### src/rtl/param_interrupt_controller.sv
// rtl/param_interrupt_controller.sv - rotating-priority, fully nested interrupt controller
// with a register port and a three-state CPU acknowledge handshake.
module param_interrupt_controller #(
  parameter int NUM_IRQ = 16,
  parameter int ID_W    = 5
) (
  input  logic               clock,
  input  logic               reset_n,
  input  logic               chip_select_n,
  input  logic               write_enable_n,
  input  logic               read_enable_n,
  input  logic [2:0]         address,
  input  logic [31:0]        data_bus_in,
  output logic [31:0]        data_bus_out,
  input  logic [NUM_IRQ-1:0] interrupt_request,
  output logic               interrupt_to_cpu,
  input  logic               interrupt_acknowledge_n,
  output logic [7:0]         vector_out,
  output logic               vector_valid
);

  if (NUM_IRQ < 2 || NUM_IRQ > 32 || NUM_IRQ > (1 << ID_W)) begin : g_bad_params
    $error("param_interrupt_controller: NUM_IRQ must be 2..32 and fit in ID_W bits");
  end

  typedef enum logic [1:0] {IDLE, PENDING, VECTOR} state_t;

  state_t             state_q, state_d;
  logic [NUM_IRQ-1:0] mask_q, mask_d, trig_q, trig_d, irr_q, irr_d;
  logic [NUM_IRQ-1:0] isr_q, isr_d, req_q, req_d;
  logic               auto_eoi_q, auto_eoi_d, rotate_q, rotate_d;
  logic [7:0]         vbase_q, vbase_d;
  logic [ID_W-1:0]    prio_q, prio_d, vec_id_q, vec_id_d;
  logic               vec_real_q, vec_real_d;

  logic [NUM_IRQ-1:0] pend, win_oh, isr_top_oh;
  logic               win_any, isr_any, win_ok;
  logic [ID_W-1:0]    win_id;
  int                 win_rank, isr_rank;

  logic               wr, eoi_wr, auto_clr;
  logic [ID_W-1:0]    eoi_id;
  logic [NUM_IRQ-1:0] eoi_oh, vec_oh, ack_set, eoi_clr, auto_oh, irr_clr, edge_set;
  logic               unused_data;

  assign unused_data = ^data_bus_in;

  // Rank 0 is channel P+1; the lowest rank among pending/in-service bits wins.
  always_comb begin
    int rank;
    rank       = 0;
    pend       = irr_q & ~mask_q;
    win_any    = 1'b0;
    win_id     = '0;
    win_oh     = '0;
    win_rank   = NUM_IRQ;
    isr_any    = 1'b0;
    isr_top_oh = '0;
    isr_rank   = NUM_IRQ;
    for (int i = 0; i < NUM_IRQ; i++) begin
      rank = i + NUM_IRQ - 1 - int'(prio_q);
      if (rank >= NUM_IRQ) rank = rank - NUM_IRQ;
      if (pend[i] && rank < win_rank) begin
        win_any   = 1'b1;
        win_id    = ID_W'(i);
        win_oh    = '0;
        win_oh[i] = 1'b1;
        win_rank  = rank;
      end
      if (isr_q[i] && rank < isr_rank) begin
        isr_any       = 1'b1;
        isr_top_oh    = '0;
        isr_top_oh[i] = 1'b1;
        isr_rank      = rank;
      end
    end
    win_ok = win_any && (!isr_any || win_rank < isr_rank);
  end

  always_comb begin
    wr         = !chip_select_n && !write_enable_n;
    mask_d     = mask_q;
    trig_d     = trig_q;
    auto_eoi_d = auto_eoi_q;
    rotate_d   = rotate_q;
    vbase_d    = vbase_q;
    req_d      = interrupt_request;
    if (wr) begin
      case (address)
        3'd0: mask_d = data_bus_in[NUM_IRQ-1:0];
        3'd1: trig_d = data_bus_in[NUM_IRQ-1:0];
        3'd4: begin
          auto_eoi_d = data_bus_in[0];
          rotate_d   = data_bus_in[1];
          vbase_d    = data_bus_in[15:8];
        end
        default: ;
      endcase
    end

    eoi_wr = wr && (address == 3'd5);
    eoi_id = data_bus_in[ID_W-1:0];
    eoi_oh = '0;
    vec_oh = '0;
    for (int i = 0; i < NUM_IRQ; i++) begin
      eoi_oh[i] = (eoi_id == ID_W'(i));
      vec_oh[i] = (vec_id_q == ID_W'(i));
    end

    state_d    = state_q;
    vec_id_d   = vec_id_q;
    vec_real_d = vec_real_q;
    ack_set    = '0;
    auto_clr   = 1'b0;
    case (state_q)
      IDLE: begin
        if (!interrupt_acknowledge_n) begin
          state_d    = VECTOR;
          vec_id_d   = ID_W'(NUM_IRQ - 1);
          vec_real_d = 1'b0;
        end else if (win_ok) begin
          state_d = PENDING;
        end
      end
      PENDING: begin
        if (!interrupt_acknowledge_n) begin
          state_d = VECTOR;
          if (win_ok) begin
            vec_id_d   = win_id;
            vec_real_d = 1'b1;
            ack_set    = win_oh;
          end else begin
            vec_id_d   = ID_W'(NUM_IRQ - 1);
            vec_real_d = 1'b0;
          end
        end else if (!win_ok) begin
          state_d = IDLE;
        end
      end
      VECTOR: begin
        if (interrupt_acknowledge_n) begin
          state_d  = IDLE;
          auto_clr = auto_eoi_q && vec_real_q;
        end
      end
      default: state_d = IDLE;
    endcase

    // A spurious vector never owned an ISR bit, so auto-EOI must not touch ISR for it.
    eoi_clr = '0;
    if (eoi_wr) eoi_clr = data_bus_in[8] ? (eoi_oh & isr_q) : isr_top_oh;
    auto_oh = auto_clr ? (vec_oh & isr_q) : '0;
    isr_d   = (isr_q & ~eoi_clr & ~auto_oh) | ack_set;

    prio_d = prio_q;
    if (rotate_q) begin
      for (int i = 0; i < NUM_IRQ; i++) begin
        if (eoi_clr[i]) prio_d = ID_W'(i);
      end
      for (int i = 0; i < NUM_IRQ; i++) begin
        if (auto_oh[i]) prio_d = ID_W'(i);
      end
    end

    edge_set = interrupt_request & ~req_q;
    irr_clr  = (trig_q & ~trig_d) | ack_set;
    for (int i = 0; i < NUM_IRQ; i++) begin
      irr_d[i] = trig_d[i] ? interrupt_request[i] : (edge_set[i] | (irr_q[i] & ~irr_clr[i]));
    end
  end

  always_comb begin
    data_bus_out = '0;
    if (!chip_select_n && !read_enable_n) begin
      case (address)
        3'd0: data_bus_out = 32'(mask_q);
        3'd1: data_bus_out = 32'(trig_q);
        3'd2: data_bus_out = 32'(irr_q);
        3'd3: data_bus_out = 32'(isr_q);
        3'd4: data_bus_out = {16'h0, vbase_q, 6'h0, rotate_q, auto_eoi_q};
        3'd6: data_bus_out = 32'(prio_q);
        default: data_bus_out = '0;
      endcase
    end
  end

  assign interrupt_to_cpu = (state_q == PENDING);
  assign vector_valid     = (state_q == VECTOR);
  assign vector_out       = vector_valid ? (vbase_q + 8'(vec_id_q)) : 8'h0;

  always_ff @(posedge clock or negedge reset_n) begin
    if (!reset_n) begin
      state_q    <= IDLE;
      mask_q     <= '1;
      trig_q     <= '0;
      irr_q      <= '0;
      isr_q      <= '0;
      req_q      <= '0;
      auto_eoi_q <= 1'b0;
      rotate_q   <= 1'b0;
      vbase_q    <= '0;
      prio_q     <= ID_W'(NUM_IRQ - 1);
      vec_id_q   <= '0;
      vec_real_q <= 1'b0;
    end else begin
      state_q    <= state_d;
      mask_q     <= mask_d;
      trig_q     <= trig_d;
      irr_q      <= irr_d;
      isr_q      <= isr_d;
      req_q      <= req_d;
      auto_eoi_q <= auto_eoi_d;
      rotate_q   <= rotate_d;
      vbase_q    <= vbase_d;
      prio_q     <= prio_d;
      vec_id_q   <= vec_id_d;
      vec_real_q <= vec_real_d;
    end
  end

endmodule

### config.mk
export PLATFORM = sky130hd
export DESIGN_NAME = param_interrupt_controller
export DESIGN_NICKNAME = d
export VERILOG_FILES = /design/src/rtl/param_interrupt_controller.sv
export SDC_FILE = /design/constraint.sdc
export NUM_CORES = 1
export LEC_CHECK = 0
export ABC_AREA = 1
export CORE_UTILIZATION = 65
export CTS_CLUSTER_DIAMETER = 100
export DETAILED_ROUTE_END_ITERATION = 10
export PLACE_DENSITY = 0.88
export SYNTH_ARGS = -nofsm -noshare
export SYNTH_HDL_FRONTEND = slang
export SYNTH_SLANG_ARGS = --single-unit
export TNS_END_PERCENT = 30
### constraint.sdc
create_clock -name clock -period 27.4 [get_ports clock]
set_input_delay 5.48 -clock clock [delete_from_list [all_inputs] [get_ports clock]]
set_output_delay 5.48 -clock clock [all_outputs]
set_load 0.05 [all_outputs]
After elaboration in Yosys (flattened, before gate mapping) --
Cells that the tools add are included.
Word-level totals: bits in registers 103, input port bits 57, word-level logic and storage cells 453, output and inout bits 42
Cells by class: bitwise logic cells 62, add/subtract/negate cells 33, reductions and logical operators 53, eq/ne operators 43, mux-type cells 202, $lt $le $gt $ge 48
Operator list (number):
- $mux 32 | 48
- $lt 32x32->1 | 31
- $mux 16 | 39
- $mux 5 | 49
- $and 16x16->16 | 7
- $sub 6x6->7 const B | 16
- $ge 6x6->1 const B | 16
- $pmux 16 s6 | 1
- $sub 5x5->6 const A | 15
- $eq 5x4->1 const B | 16
- $not 16->16 | 5
- $mux 1 | 56
- $eq 5x3->1 const B | 8
- $logic_and 1x1->1 | 37
- $lt 32x6->1 const B | 1
- $or 16x16->16 | 2
- $reduce_bool 32->1 | 1
- $eq 5x2->1 const B | 4
- $and 1x1->1 | 16
- $not 1->1 | 16
- $or 1x1->1 | 16
- $eq 5x1->1 const B | 2
- $logic_not 5->1 | 2
- $mux 2 | 5
- other kinds (20) | 32

Depth between registers and ports, before layout --
word-level depth 85, mapped depth 203

Least setup slack after synthesis --
OpenSTA, ideal clock, no wires.
kind register to register, from reg prio_q[0], to reg vec_id_q[3], arrival 18.132 ns, setup slack 9.151 ns, required time 27.283 ns, period minus slack after synthesis 18.249 ns, stages on the path, launching flop included 158, path through dfstp_2 > inv_2 > clkbuf_8 > clkbuf_8 > clkbuf_8 > buf_6 > ha_1 > ha_1 > o21ai_0 > nand2_1 > o211ai_1 > inv_1 > o21ai_2 > nand2_2 > nand2_2 > nand2_1 > o21ai_0 > ha_1 > [... 122 more ...] > nand2_1 > nand2_1 > nand2_2 > nand2_2 > inv_4 > clkbuf_8 > nand2_1 > o21ai_0 > ha_1 > a21oi_1 > nand2_1 > nand2_1 > nand2_2 > nand2_4 > buf_12 > nand4_1 > o21ai_1 > inv_1
On the way: word-level cells in the longest chain between the ends 57, elaborated cells on any way between the ends 211, those cells by class 32 x add/sub; 48 x order compare; 96 x mux; 35 x reduce/logical
RTL lines:
- start: declaration | RTL line 33 | logic [ID_W-1:0] prio_q, prio_d, vec_id_q, vec_id_d;
- start signal: assignment | RTL line 202 | prio_q <= ID_W'(NUM_IRQ - 1);
- start signal: assignment | RTL line 215 | prio_q <= prio_d;
- $sub 4x5->6 | RTL line 61 | rank = i + NUM_IRQ - 1 - int'(prio_q);
- $sub 6x6->7 or $ge 6x6->1 (tied branches) | RTL line 62 | if (rank >= NUM_IRQ) rank = rank - NUM_IRQ;
- $mux 32 | RTL line 62
- $lt 32x6->1 | RTL line 63, 70
- $logic_and 1x1->1, on equally long branches | RTL line 63, 70
- $mux 32, on equally long branches | RTL line 63, 70
- $lt 32x32->1, on equally long branches | RTL line 63, 70
- $logic_and 1x1->1, on equally long branches | RTL line 63, 70
- [... 41 more ...]
- $logic_and 1x1->1, on equally long branches | RTL line 63, 70
- $mux 32, or another cell as far along | RTL line 63 | if (pend[i] && rank < win_rank) begin
- $lt 32x32->1 or $logic_not 1->1 (tied branches) | RTL line 77 | win_ok = win_any && (!isr_any || win_rank < isr_rank);
- $logic_or 1x1->1 | RTL line 77
- $logic_and 1x1->1 | RTL line 77
- $mux 5 (*) | RTL line 128 | if (win_ok) begin
- $mux 5 (*) | RTL line 126 | if (!interrupt_acknowledge_n) begin
- $pmux 5 s2 (*) | RTL line 115 | case (state_q)
- end signal: assignment | RTL line 216 | vec_id_q <= vec_id_d;
- end: declaration | RTL line 33
Every way passes the cells marked *; elsewhere a longest branch is shown, timed or not. The select of a mux whose other input is x is not followed. A chain may end at the register's enable or synchronous reset.

Worst setup path after layout --
from reg prio_q[1], to reg irr_q[15]
On the way: word-level cells in the longest chain between the ends 62, elaborated cells on any way between the ends 217, those cells by class 32 x add/sub; 48 x order compare; 98 x mux; 4 x bitwise; 35 x reduce/logical
RTL lines:
- $sub 4x5->6 | RTL line 61
- $sub 6x6->7 or $ge 6x6->1 (tied branches) | RTL line 62
- $mux 32 | RTL line 62
- $lt 32x6->1 | RTL line 63, 70
- $logic_and 1x1->1, on equally long branches | RTL line 63, 70
- $mux 32, on equally long branches | RTL line 63, 70
- $lt 32x32->1, on equally long branches | RTL line 63, 70
- $logic_and 1x1->1, on equally long branches | RTL line 63, 70
- [... 47 more ...]
- $mux 16 (*) | RTL line 126
- $mux 16 (*) | RTL line 115
- $or 16x16->16 (*) | RTL line 166 | irr_clr = (trig_q & ~trig_d) | ack_set;
- $not 1->1 (*) | RTL line 168 | irr_d[i] = trig_d[i] ? interrupt_request[i] : (edge_set[i] | (irr_q[i] & ~irr_clr[i]));
- $and 1x1->1 (*) | RTL line 168
- $or 1x1->1 (*) | RTL line 168
- $mux 1 (*) | RTL line 168
- named net irr_d[15] | RTL line 29 | logic [NUM_IRQ-1:0] mask_q, mask_d, trig_q, trig_d, irr_q, irr_d;
- end signal: assignment | RTL line 209 | irr_q <= irr_d;
- end: declaration | RTL line 29
Mark *: on every way through the listed nets, which the timed path passes. The rest lies on a longest branch.

==> metrics.md <==
| Metric | Value |
|---|---|
| Status | complete, no violations |
| Die X | 140.2 um |
| Post-Syn Area | 0.01241 mm^2 |
| Ys flop type | dfrtp_1 |
| Crit start category | flip-flop |
| DR WL/cell | 16.68 um |
| Pins Over Slew Limit | 0 |
| Synth Instances | 1954 |
| DRC | 0 |
| Max Freq | 43.37 MHz |
| Nets | 2224 |
| Die Span Y | 140.2 um |
| Slowest cell on the critical path | dfstp_2 |
| Register Area | 0.002552 mm^2 |
| Grt ovf | 0 |
| Inserted Clock Buffers | 9 |
| CTS tree | yes |
| Post-route ant nets | 0 |
| Endpoints failing setup | 0 |
| Clk slew on worst S/H paths | 70 ps |
| Min Clock Period, post-route | 23060 ps |
| Gates resized, CTS repair | 0 |
| Layout area overhead | 7.743% |
| IO Pins | 99 |
| ANT cells | 0 |
| Rows | 50 |
| HPWL Detailed | 29.86 mm |
| Fin Setup TNS | 0 ps |
| Ys async rst share | 1.000 |
| Die area | 0.01965 mm^2 |
| Clk_lat worst skew | 350 ps |
| Root buffer cell | clkbuf_16 |
| Arrival time worst endpoint | 23290 ps |
| Endpoints failing hold | 0 |
| Final period util | 0.8416 |
| Layout cells sized above 1 | 0.09418 |
| Syn Area/Cell | 6.351 um^2 |
| Clock Sinks | 101 |
| Initial Utilization | 0.6635 |
| Initial DRC Count | 1231 |
| Skew final | 4.913 ps |
| Multi-input gate area in the final layout | 0.008227 mm^2 |
| Total wire length | 37.73 mm |
| Count of flip-flops with a built-in enable after synthesis | 0 |
| Number of setup buffers added after CTS | 0 |
| Required time worst endpoint | 27640 ps |
| HP Class | flip-flop to flip-flop |
| YS warnings | 0 |
| Critical Path Fanout Max | 22 |
| Worst Tran Pin Value | 1019 ps |
| Synth top area share | 0.1760 |
| Tot GR Track Use | 0.3885 |
| Max-cap check violation count | 0 |
| DP Area | 0.01307 mm^2 |
| Antenna violations before repair | 0 |
| CP peak stage delay | 890 ps |
| Max-slew headroom | 0.3192 |
| Hold Buf Count CTS | 0 |
| Yosys reg bits | 101 |
| Core Area | 0.01871 mm^2 |
| H-tree depth | 3 |
| Synth top area cells | nand2_1, dfrtp_1, ha_1 |
| Routed via count | 13100 |
| Top-count cell post-synth | nand2_1 |
| First-pass GRT wire length | 59.98 mm |
| PortBufs | 66 |
| Largest net degree at the start of global routing | 65 |
| Unrepaired setup endpoints after global routing | false |
| Top post-synthesis cells by count | nand2_1, inv_1, o21ai_0 |
| Critical path type | flip-flop to flip-flop |
| Register area share after synthesis | 0.2057 |
| Routability Congestion | 0.9993 |
| Synth cell types | 66 |
| Maximum clock path buffer count | 2 |
| Number of global-route vias before repair | 12130 |
| CP most frequent cell | nand2_1 |
| Yosys top cell by area | nand2_1 |
| DR vias/cell | 5.792 |
| Fillers | 1610 |
| Design Area, Final | 0.01337 mm^2 |
| Worst Setup End Kind | flip-flop |
| DR pass1 iterations | 6 |
## layer usage
layer,vias to the layer above,share of wire,global-route usage
li1,6367,-,-
met1,6014,0.42,0.5012
met2,610,0.46,0.6503
met3,111,0.082,0.04274
met4,0,0.043,0.1862
met5,-,0,0
## worst paths after layout
kind / cells after the start / from / end / slack [ps]
setup / recovery: 151 / prio_q[1] / irr_q[15] / 4340
hold / removal: 2 / auto_eoi_q / auto_eoi_q / 490
setup reg to reg: 151 / prio_q[1] / irr_q[15] / 4340
hold reg to reg: 2 / auto_eoi_q / auto_eoi_q / 490
max in group asynchronous: 2 / reset_n / isr_q[1] / 21130
min in group asynchronous: 1 / reset_n / req_q[12] / 5080
## flip-flops by register name, summed over array words and instances (netlist names)
signal      cells
state_q         2
irr_q          16
auto_eoi_q      1
mask_q         16
vec_real_q      1
vbase_q         8
trig_q         16
req_q          16
prio_q          4
rotate_q        1
isr_q          16
vec_id_q        4
## area by class of cell
| class | instances | area share |
|---|---|---|
| multi-input cells | 1507 | 0.6152 |
| flip-flops and latches | 101 | 0.1909 |
| inverters | 332 | 0.09600 |
| repair buffers | 73 | 0.05315 |
| well taps | 234 | 0.02190 |
| clock buffers | 10 | 0.01787 |
| clock inverters | 5 | 0.004959 |
## cells by family after synthesis
| kind of cell | Yosys count | synth area share |
|---|---|---|
| compound gates | 308 | 0.1404 |
| xor+xnor | 3 | 0.002118 |
| fa+ha+maj | 143 | 0.1448 |
| buf+inv | 397 | 0.1469 |
| flops | 101 | 0.2057 |
| mux | 1 | 0.0009073 |
| other cells | 1 | 0.0003022 |
| simple gates | 1000 | 0.3589 |
## layout by cell type, fill, tap and decap left out, types with 3 or more instances in the layout
cell and count:
nand2_1 582, inv_1 294, o21ai_0 174, nor2_1 156, ha_1 142, nand3_1 83, dfrtp_1 81, clkdlybuf4s50_1 65
nand2_2 56, a21oi_1 53, conb_1 52, nor3_1 34, inv_2 22, nor4_1 20, dfstp_2 20, nand4_1 19
o22ai_1 19, o21ai_1 15, nand2_4 11, or2_2 10, nand3_2 10, a221oi_1 9, clkbuf_16 9, buf_4 8
inv_4 7, nand4_2 7, a211oi_1 6, o21a_1 4, clkinv_1 4, o21ai_2 4, o31ai_1 4, xor2_1 3
nor2_2 3, o211ai_1 3, inv_6 3, a31oi_1 3
## through the flow
step                hold slack [ps]    util  instances  worst slack (ps)
global placement              462.1  0.6985       2247              5557
global route                  521.0  0.7148       2262              2623
detailed placement            475.5  0.6985       2247              4915
CTS                           491.9  0.7148       2262              4852
finish                        490.7  0.7148       2262              4341
floorplan                     435.3       -       2005              9151
## worst max-delay path: cells and delay by family (launching register included)
kind / cells / cell delay [ps]
buf+inv: 11 / 1470
compound gates: 31 / 6280
fa+ha+maj: 17 / 5150
simple gates: 92 / 9070
flops: 1 / 890
Power is not shown: default switching activity piles up to over one toggle a cycle in this logic, so the estimate is an artifact.
